`src/rtl/turf_bus_pkg.sv`:
```
// Shared types and constants for the TURF register-bus arbiter.
//
// Contents:
//   TURF_ADDR_W / TURF_BANK_W / TURF_DATA_W : downstream field widths
//   TURF_ERR_DATA                           : read data returned on a timeout
//   state_e                                 : arbiter sequencing states
package turf_bus_pkg;

    localparam int TURF_ADDR_W = 6;
    localparam int TURF_BANK_W = 2;
    localparam int TURF_DATA_W = 32;

    localparam logic [TURF_DATA_W-1:0] TURF_ERR_DATA = 32'hFFFFFFFF;

    typedef enum logic [1:0] {
        IDLE,
        ISSUE,
        GAP
    } state_e;

endpackage

```
`src/rtl/turf_rr_arb2.sv`:
```
// Two-input round-robin arbiter.
//
// Ports:
//   clk_i      : system clock
//   rst_i      : synchronous active-high reset; pointer resets so master 0
//                wins the first tie
//   req_i      : request vector, bit n = master n
//   grant_en_i : the grant is being taken this cycle; advance the pointer
//   gnt_o      : one-hot grant (zero when nothing requests)
module turf_rr_arb2 (
    input  logic       clk_i,
    input  logic       rst_i,
    input  logic [1:0] req_i,
    input  logic       grant_en_i,
    output logic [1:0] gnt_o
);

    logic last_q;
    logic last_d;

    // On a tie the master that did not win last time is picked; a sole
    // requester is granted directly.
    always_comb begin
        gnt_o = req_i;
        if (req_i == 2'b11) begin
            gnt_o = last_q ? 2'b01 : 2'b10;
        end
        last_d = last_q;
        if (grant_en_i && (req_i != 2'b00)) begin
            last_d = gnt_o[1];
        end
    end

    always_ff @(posedge clk_i) begin
        if (rst_i) begin
            last_q <= 1'b1;
        end else begin
            last_q <= last_d;
        end
    end

endmodule

```
`src/rtl/turf_bus_arbiter.sv`:
```
// Two-master arbiter and sequencer in front of the TURF register-interface
// master. Master 0 is the host control path, master 1 the status poller.
// One transaction at a time is issued downstream, with a no-ack timeout and
// a forced idle gap between transactions.
//
// Ports:
//   clk_i, rst_i       : clock and synchronous active-high reset
//   m_wr_i / m_rd_i    : per-master write/read requests, held until ack
//   m_addr_i/m_bank_i/m_dat_i : packed per-master address, bank, write data
//   m_dat_o            : shared read data, valid in the ack cycle, then held
//   m_ack_o / m_err_o  : one-cycle completion / timeout-error pulses
//   turf_wr_o/turf_rd_o/turf_addr_o/turf_bank_o/turf_dat_o : downstream request
//   turf_dat_i / turf_ack_i : downstream read data and completion
//   timeout_count_o    : saturating count of timeouts
module turf_bus_arbiter
    import turf_bus_pkg::*;
#(
    parameter int TIMEOUT    = 256,
    parameter int GAP_CYCLES = 3,
    parameter int CNT_WIDTH  = 16
) (
    input  logic                   clk_i,
    input  logic                   rst_i,
    input  logic [1:0]             m_wr_i,
    input  logic [1:0]             m_rd_i,
    input  logic [11:0]            m_addr_i,
    input  logic [3:0]             m_bank_i,
    input  logic [63:0]            m_dat_i,
    output logic [31:0]            m_dat_o,
    output logic [1:0]             m_ack_o,
    output logic [1:0]             m_err_o,
    output logic                   turf_wr_o,
    output logic                   turf_rd_o,
    output logic [TURF_ADDR_W-1:0] turf_addr_o,
    output logic [TURF_BANK_W-1:0] turf_bank_o,
    output logic [TURF_DATA_W-1:0] turf_dat_o,
    input  logic [TURF_DATA_W-1:0] turf_dat_i,
    input  logic                   turf_ack_i,
    output logic [CNT_WIDTH-1:0]   timeout_count_o
);

    // One timer serves both the ISSUE timeout and the GAP length.
    localparam int TMR_MAX = (TIMEOUT > GAP_CYCLES) ? TIMEOUT : GAP_CYCLES;
    localparam int TMR_W   = $clog2(TMR_MAX) + 1;
    localparam logic [TMR_W-1:0] TMO_LAST = TMR_W'(TIMEOUT - 1);
    localparam logic [TMR_W-1:0] GAP_LAST = TMR_W'(GAP_CYCLES - 1);

    state_e                   state_q, state_d;
    logic [TMR_W-1:0]         timer_q, timer_d;
    logic                     sel_q, sel_d;
    logic                     turf_wr_q, turf_wr_d;
    logic                     turf_rd_q, turf_rd_d;
    logic [TURF_ADDR_W-1:0]   addr_q, addr_d;
    logic [TURF_BANK_W-1:0]   bank_q, bank_d;
    logic [TURF_DATA_W-1:0]   wdat_q, wdat_d;
    logic [TURF_DATA_W-1:0]   rdat_q, rdat_d;
    logic [1:0]               ack_q, ack_d;
    logic [1:0]               err_q, err_d;
    logic [CNT_WIDTH-1:0]     tmo_cnt_q, tmo_cnt_d;

    logic [1:0] req;
    logic [1:0] gnt;
    logic       gnt_sel;

    assign req     = m_wr_i | m_rd_i;
    assign gnt_sel = gnt[1];

    turf_rr_arb2 u_arb (
        .clk_i      (clk_i),
        .rst_i      (rst_i),
        .req_i      (req),
        .grant_en_i (state_q == IDLE),
        .gnt_o      (gnt)
    );

    // Next-state and output logic. Ack/err are single-cycle pulses, so they
    // default to zero; everything else holds unless a transition changes it.
    always_comb begin
        state_d   = state_q;
        timer_d   = timer_q;
        sel_d     = sel_q;
        turf_wr_d = turf_wr_q;
        turf_rd_d = turf_rd_q;
        addr_d    = addr_q;
        bank_d    = bank_q;
        wdat_d    = wdat_q;
        rdat_d    = rdat_q;
        ack_d     = 2'b00;
        err_d     = 2'b00;
        tmo_cnt_d = tmo_cnt_q;

        case (state_q)
            IDLE: begin
                if (req != 2'b00) begin
                    // Write wins when a master raises both strobes.
                    state_d   = ISSUE;
                    timer_d   = '0;
                    sel_d     = gnt_sel;
                    turf_wr_d = m_wr_i[gnt_sel];
                    turf_rd_d = ~m_wr_i[gnt_sel];
                    addr_d    = gnt_sel ? m_addr_i[11:6]  : m_addr_i[5:0];
                    bank_d    = gnt_sel ? m_bank_i[3:2]   : m_bank_i[1:0];
                    wdat_d    = gnt_sel ? m_dat_i[63:32]  : m_dat_i[31:0];
                end
            end

            ISSUE: begin
                // A real ack takes priority over a timeout in the same cycle.
                if (turf_ack_i) begin
                    state_d      = GAP;
                    timer_d      = '0;
                    turf_wr_d    = 1'b0;
                    turf_rd_d    = 1'b0;
                    ack_d[sel_q] = 1'b1;
                    rdat_d       = turf_wr_q ? '0 : turf_dat_i;
                end else if (timer_q == TMO_LAST) begin
                    state_d      = GAP;
                    timer_d      = '0;
                    turf_wr_d    = 1'b0;
                    turf_rd_d    = 1'b0;
                    ack_d[sel_q] = 1'b1;
                    err_d[sel_q] = 1'b1;
                    rdat_d       = TURF_ERR_DATA;
                    if (tmo_cnt_q != '1) begin
                        tmo_cnt_d = tmo_cnt_q + 1'b1;
                    end
                end else begin
                    timer_d = timer_q + 1'b1;
                end
            end

            GAP: begin
                // Late acks arriving here are deliberately ignored.
                if (timer_q == GAP_LAST) begin
                    state_d = IDLE;
                    timer_d = '0;
                end else begin
                    timer_d = timer_q + 1'b1;
                end
            end

            default: begin
                state_d = IDLE;
                timer_d = '0;
            end
        endcase
    end

    always_ff @(posedge clk_i) begin
        if (rst_i) begin
            state_q   <= IDLE;
            timer_q   <= '0;
            sel_q     <= 1'b0;
            turf_wr_q <= 1'b0;
            turf_rd_q <= 1'b0;
            addr_q    <= '0;
            bank_q    <= '0;
            wdat_q    <= '0;
            rdat_q    <= '0;
            ack_q     <= 2'b00;
            err_q     <= 2'b00;
            tmo_cnt_q <= '0;
        end else begin
            state_q   <= state_d;
            timer_q   <= timer_d;
            sel_q     <= sel_d;
            turf_wr_q <= turf_wr_d;
            turf_rd_q <= turf_rd_d;
            addr_q    <= addr_d;
            bank_q    <= bank_d;
            wdat_q    <= wdat_d;
            rdat_q    <= rdat_d;
            ack_q     <= ack_d;
            err_q     <= err_d;
            tmo_cnt_q <= tmo_cnt_d;
        end
    end

    assign turf_wr_o       = turf_wr_q;
    assign turf_rd_o       = turf_rd_q;
    assign turf_addr_o     = addr_q;
    assign turf_bank_o     = bank_q;
    assign turf_dat_o      = wdat_q;
    assign m_dat_o         = rdat_q;
    assign m_ack_o         = ack_q;
    assign m_err_o         = err_q;
    assign timeout_count_o = tmo_cnt_q;

endmodule

```
`config.mk`:
```
export PLATFORM = sky130hd
export DESIGN_NAME = turf_bus_arbiter
export DESIGN_NICKNAME = d
export VERILOG_FILES = /design/src/rtl/turf_bus_pkg.sv /design/src/rtl/turf_rr_arb2.sv /design/src/rtl/turf_bus_arbiter.sv
export SDC_FILE = /design/constraint.sdc
export NUM_CORES = 1
export LEC_CHECK = 0
export CORE_ASPECT_RATIO = 1.1
export CORE_UTILIZATION = 35
export CTS_CLUSTER_SIZE = 12
export DETAILED_ROUTE_END_ITERATION = 8
export HOLD_SLACK_MARGIN = 0.02
export PLACE_DENSITY = 0.82
export SYNTH_ARGS = -nofsm -noshare
export SYNTH_HDL_FRONTEND = slang
export SYNTH_SLANG_ARGS = --single-unit
```
`constraint.sdc`:
```
create_clock -name clk_i -period 2.12 [get_ports clk_i]
set_clock_uncertainty 0.05 [all_clocks]
set_input_delay 0.318 -clock clk_i [delete_from_list [all_inputs] [get_ports clk_i]]
set_output_delay 0.318 -clock clk_i [all_outputs]
set_load 0.05 [all_outputs]
```
After elaboration in Yosys (flattened, before gate mapping)

Cells that the tools add are included.
Widths: inputs -> output; s select.

Reduce and logical (&&, ||, !) cells: 13
Shift operators: 0
Multipliers: 0
Mux-type cells: 30
Bitwise operators: 4
Eq/ne operators: 9
Order comparisons: 3
Divide/modulo/power cells: 0
Add/sub/neg operators: 2

Operator list:

| kind                  | number |
|---|---|
| $mux 32               | 4 |
| $mux 9                | 4 |
| $pmux 9 s3            | 1 |
| $mux 2                | 9 |
| $add 16x1->16 const B | 1 |
| $ne 16x16->1 const B  | 1 |
| $add 9x1->9 const B   | 1 |
| $eq 9x2->1 const B    | 1 |
| $eq 9x8->1 const B    | 1 |
| $mux 1                | 7 |
| $mux 6                | 1 |
| $pmux 2 s3            | 1 |
| $reduce_and 3->1      | 2 |
| $reduce_bool 2->1     | 3 |
| $eq 2x2->1 const B    | 2 |
| $lt 1x2->1 const B    | 2 |
| $ne 2x2->1 const B    | 2 |
| $pmux 1 s2            | 2 |
| $reduce_and 2->1      | 2 |
| $reduce_and 4->1      | 1 |
| $ne 3x3->1 const B    | 1 |
| $not 1->1             | 3 |
| $reduce_or 3->1       | 1 |
| $eq 2x1->1 const B    | 1 |
| other kinds (6)       | 7 |

Latch bits: 0
Logic and storage cells: 74
Output and inout port bits: 94
Memory bits (writable): 0
Bits in read-only memories: 0
Memories: 0
Bits of input ports: 119
Register bits after elaboration: 107

Longest topological paths before layout

Word-level depth: 8
Gate-level depth with buffers: 11
Depth with buffers taken out: 10

Cells and area by module

From an unflattened synthesis, not the netlist that was laid out.

Cell total of the unflattened synthesis: 534
Area, all modules: 4,864.7 µm²

By module, submodules not included:

| module           | seq. area each (µm²) | times used | area each (µm²) | cells each |
|---|---|---|---|---|
| turf_bus_arbiter | 2,122.0              | 1          | 4,803.4         | 527 |
| turf_rr_arb2     | 20.0                 | 1          | 61.3            | 7 |

Least setup slack after synthesis

No wires, ideal clock.

Path kind: register -> register
From: reg timer_q[0]
To: reg tmo_cnt_q[12] (netlist: timeout_count_o[12])
Path slack: -0.221 ns
Data required time: 2.000 ns
Period minus slack after synthesis: 2.341 ns
Data arrival time: 2.220 ns
Path buffers: 1
Cell stages (with the launch flop): 12
Setup time: 0.070 ns
Cells stage by stage: dfxtp_1 ha_1 nand3_1 nor2_1 nand3_1 inv_1 ha_1 nand3b_4 or2_1 clkbuf_2 or4_1 a21oi_1

Word-level cells in the longest chain between the ends: 2

Ends and longest elaborated chain:

| item                       | line                    | RTL |
|---|---|---|
| start, declared            | turf_bus_arbiter.sv:49  | `logic [TMR_W-1:0] timer_q, timer_d;` |
| start signal, assigned     | turf_bus_arbiter.sv:165 | `timer_q <= timer_d;` |
| $eq 9x8->1                 | turf_bus_arbiter.sv:116 | `end else if (timer_q == TMO_LAST) begin` |
| $reduce_and 4->1 (no line) | --                      |  |
| end signal, assigned       | turf_bus_arbiter.sv:175 | `tmo_cnt_q <= tmo_cnt_d;` |
| end, declared              | turf_bus_arbiter.sv:59  | `logic [CNT_WIDTH-1:0] tmo_cnt_q, tmo_cnt_d;` |

Every way passes these cells.
A chain may end at the register's enable or synchronous reset.

Final worst setup path

From: reg timer_q[0]
To: reg tmo_cnt_q[13] (netlist: timeout_count_o[13])

The elaborated chain is that of the path after synthesis.

==> impl_results.md <==
- Top post-synthesis cells by area: dfxtp_1, mux2i_1, a21oi_1, o21ai_0, a211oi_1
- Residual DRC: 0
- Crit path max-delay family: simple AND/OR/NAND/NOR gates
- Net Sw Frac: 43.23%
- Buffers on Ports: 212
- Hold_sp: turf_rd_o
- Root buf cell: clkbuf_16
- F_max: 0.4733 GHz
- Final WL: 13610 um
- Crit start category: flip-flop
- Non-Filler Instances: 952
- Inserted Clock Buffers: 9
- Worst r2r path cells: 10
- Post-synth top flop: dfxtp_1
- CP peak stage delay: 520 ps
- Metal1 wirelength: 5678 um
- Final hold vios: 0
- Ant. Diodes: 0
- Boundary Pins: 213
- Grt total ovfl: 0
- Synth Cell Area: 0.004766 mm2
- Crit path max fanout: 4
- DRT iter0 DRCs: 281
- DR pass1 iterations: 6
- Switching power: 4.025 mW
- Setup_tns: 0 ps
- Seq/Total Area, Yosys: 44.95%
- #FFs+latches synth: 107
- Hold Buf Count CTS: 0
- Area after DPL: 0.007347 mm2
- H-Tree Depth: 3
- R2R Setup Slk: 7 ps
- Min Tclk post-route: 2113 ps
- Most frequent CP cell: ha_4
- EDFF count, synth: 0
- Mapped Cells: 538
- Share of cells above drive strength 1: 11.20%
- Via density: 5.063
- Worst slack at placement: -32.83 ps
- Fillers: 1154
- Die area: 0.01409 mm2
- Worst slew pin tran: 640.6 ps
- Global Route Usage Sum: 19.48%
- Most common cell after layout, fill and taps aside: clkdlybuf4s50_1
- Crit-path slowest cell: or4_4
- Core ar.: 0.01327 mm2
- Tcrit/Tclk final: 99.67%
- Die Y: 124.4 um
- Worst-path clk slew: 70 ps
- Crit path buffers/inverters: 1
- Initial core utilization: 35.92%
- Top-area cell type share of the netlist area: 44.95%
- Maxcap violations: 0
- Count of different cell masters after synthesis: 48
- Slew HR: 57.29%
- Worst hold path type: reg2reg
- Final setup fails: 0
- Slew Limit Fails: 0
- Clock group share of total power: 19.2%
- Synthesis Warnings: 0
- Final WS setup: 7.100 ps
- Placed cell count: 931
- Vias in the first global route: 4656
- Crit. End Element: flip-flop
- Syn Area/Cell: 8.858 um2
- Logic pwr share: 51.2%
- RSZ-0062 raised after global routing: true
- Worst Path Required: 2350 ps
- Antenna violations before repair: 0
- Power density of the placed cells: 1201 mW/mm2
- Routed wire length per instance: 14.30 um
- Design Area, Final: 0.007754 mm2
- Core Util, Final: 58.44%
- HPWL after DPL: 9671 um
- Int Power: 5.286 mW
- Dominant cell type by area after synthesis: dfxtp_1
- Reg-to-reg critical path endpoint: timeout_count_o[13]
- Worst Path Class, Setup: reg2reg
- Antenna-violating nets left: 0
- Leakage power: 2.957 nW
- Met2 wire len: 6490 um
- CP cell instances: ha_4 -> nand3_4 -> nor2_1 -> nand3_1 -> inv_2 -> ha_4 -> and3b_2 -> nand4_1 -> or4_4 -> a21oi_2
- Worst r2r src: timer_q[0]
- CTS sink cnt: 107
- Hold EP: turf_rd_o
- First-pass GRT wire length: 22000 um
- Max Used Layer: met4
- CTS tree: done
- Post-Syn Nets: 665
- Hold path cells: 1
- Met3 wire length: 1103 um
- CTS max path bufs: 2
- Status: finished, final reports clean
- Vias after detailed routing: 4820
- Largest net degree at the start of global routing: 53
- Synth-to-layout area growth: 62.69%
- Worst ir drop on vdd: 0.8158 mV
- Most frequent cells in the layout: clkdlybuf4s50_1, dfxtp_1, o21ai_0, a21oi_1, nor2_1
- FP Rows: 44
- Placer Congestion: 0.7888
- Nets: 890
- Sequential Power Share: 29.6%
- DIE WIDTH: 113.3 um
- Clock latency on the worst-skew pair: 350 ps
- Ys async rst share: 0%
- CP arrival: 2350 ps
[worst max-delay path by stage]
stage | startpoint | endpoint | cells after the start
global route | timer_q[0] | timeout_count_o[13] | 10
CTS | timer_q[0] | timeout_count_o[13] | 10
detailed placement | timer_q[1] | timeout_count_o[13] | 10
global placement | timer_q[1] | timeout_count_o[13] | 10
floorplan | timer_q[1] | timeout_count_o[12] | 11
finish | timer_q[0] | timeout_count_o[13] | 10
[metrics by stage]
stage	power [mW]	hold slack, ps
2_1_floorplan	5.828	400.6
3_3_place_gp	7.525	401.8
3_5_place_dp	7.570	402.7
4_1_cts	9.397	424.1
5_1_grt	9.846	450.0
6_report	9.311	417.8
[per-layer routing]
layer | global-route usage [%] | up-vias
li1 | - | 2395
met4 | 9.133 | 0
met1 | 23.50 | 2221
met2 | 31.32 | 181
met3 | 6.180 | 23
met5 | 0 | -
[registers in the layout, indices dropped and copies added, names as in the netlist]
register         cells
timeout_count_o     16
u_arb.last_q         1
turf_rd_o            1
timer_q              9
turf_dat_o          32
turf_addr_o          6
m_dat_o             32
state_q              2
turf_bank_o          2
m_ack_o              2
turf_wr_o            1
sel_q                1
m_err_o              2
[power groups by stage]
stage | Combinational, mW | Sequential, mW | Clock (mW)
2_1_floorplan | 1.45 | 4.37 | 0
3_3_place_gp | 4.75 | 2.78 | 0
6_report | 4.77 | 2.75 | 1.79
4_1_cts | 4.80 | 2.76 | 1.85
5_1_grt | 5.10 | 2.81 | 1.93
3_5_place_dp | 4.78 | 2.79 | 0
[final cells by class]
class / instances / area, um2 / share of cell area (%)
Timing Repair Buffer: 251 / 2471 / 31.87
Clock inverter: 5 / 66.31 / 0.8553
Multi-Input combinational cell: 382 / 2541 / 32.77
Sequential cell: 107 / 2147 / 27.69
Tap cell: 184 / 230.2 / 2.969
Inverter: 12 / 45.04 / 0.5809
Clock buffer: 11 / 252.7 / 3.260
[cells by family after synthesis]
kind of cell	count (synthesis)	synth area share, %
compound gates	171	21.71
simple gates	159	17.91
flops	107	44.95
buf+inv	49	4.043
mux	44	9.294
fa+ha+maj	8	2.100
[synth_stat cells, drive strengths merged, types with 3 or more instances]
library cell,count
dfxtp,107
o21ai,54
a21oi,52
nor2,46
mux2i,42
nand2b,34
a211oi,33
clkbuf,31
nand2,18
inv,12
nor3,12
nand3,10
ha,8
a21boi,7
or4,7
buf,6
nor4,6
o21a,6
nand4,5
o31a,4
a31oi,3
and3,3
o31ai,3
o41ai,3
or3,3
[repair_timing]
| action | CTS | global route |
|---|---|---|
| pin swaps | 4 | 9 |
| endpoints found under the setup margin | 2 | 11 |
| buffers inserted | 2 | 3 |
| gates resized for setup | 1 | 12 |
(Power assumes the default switching activity.)
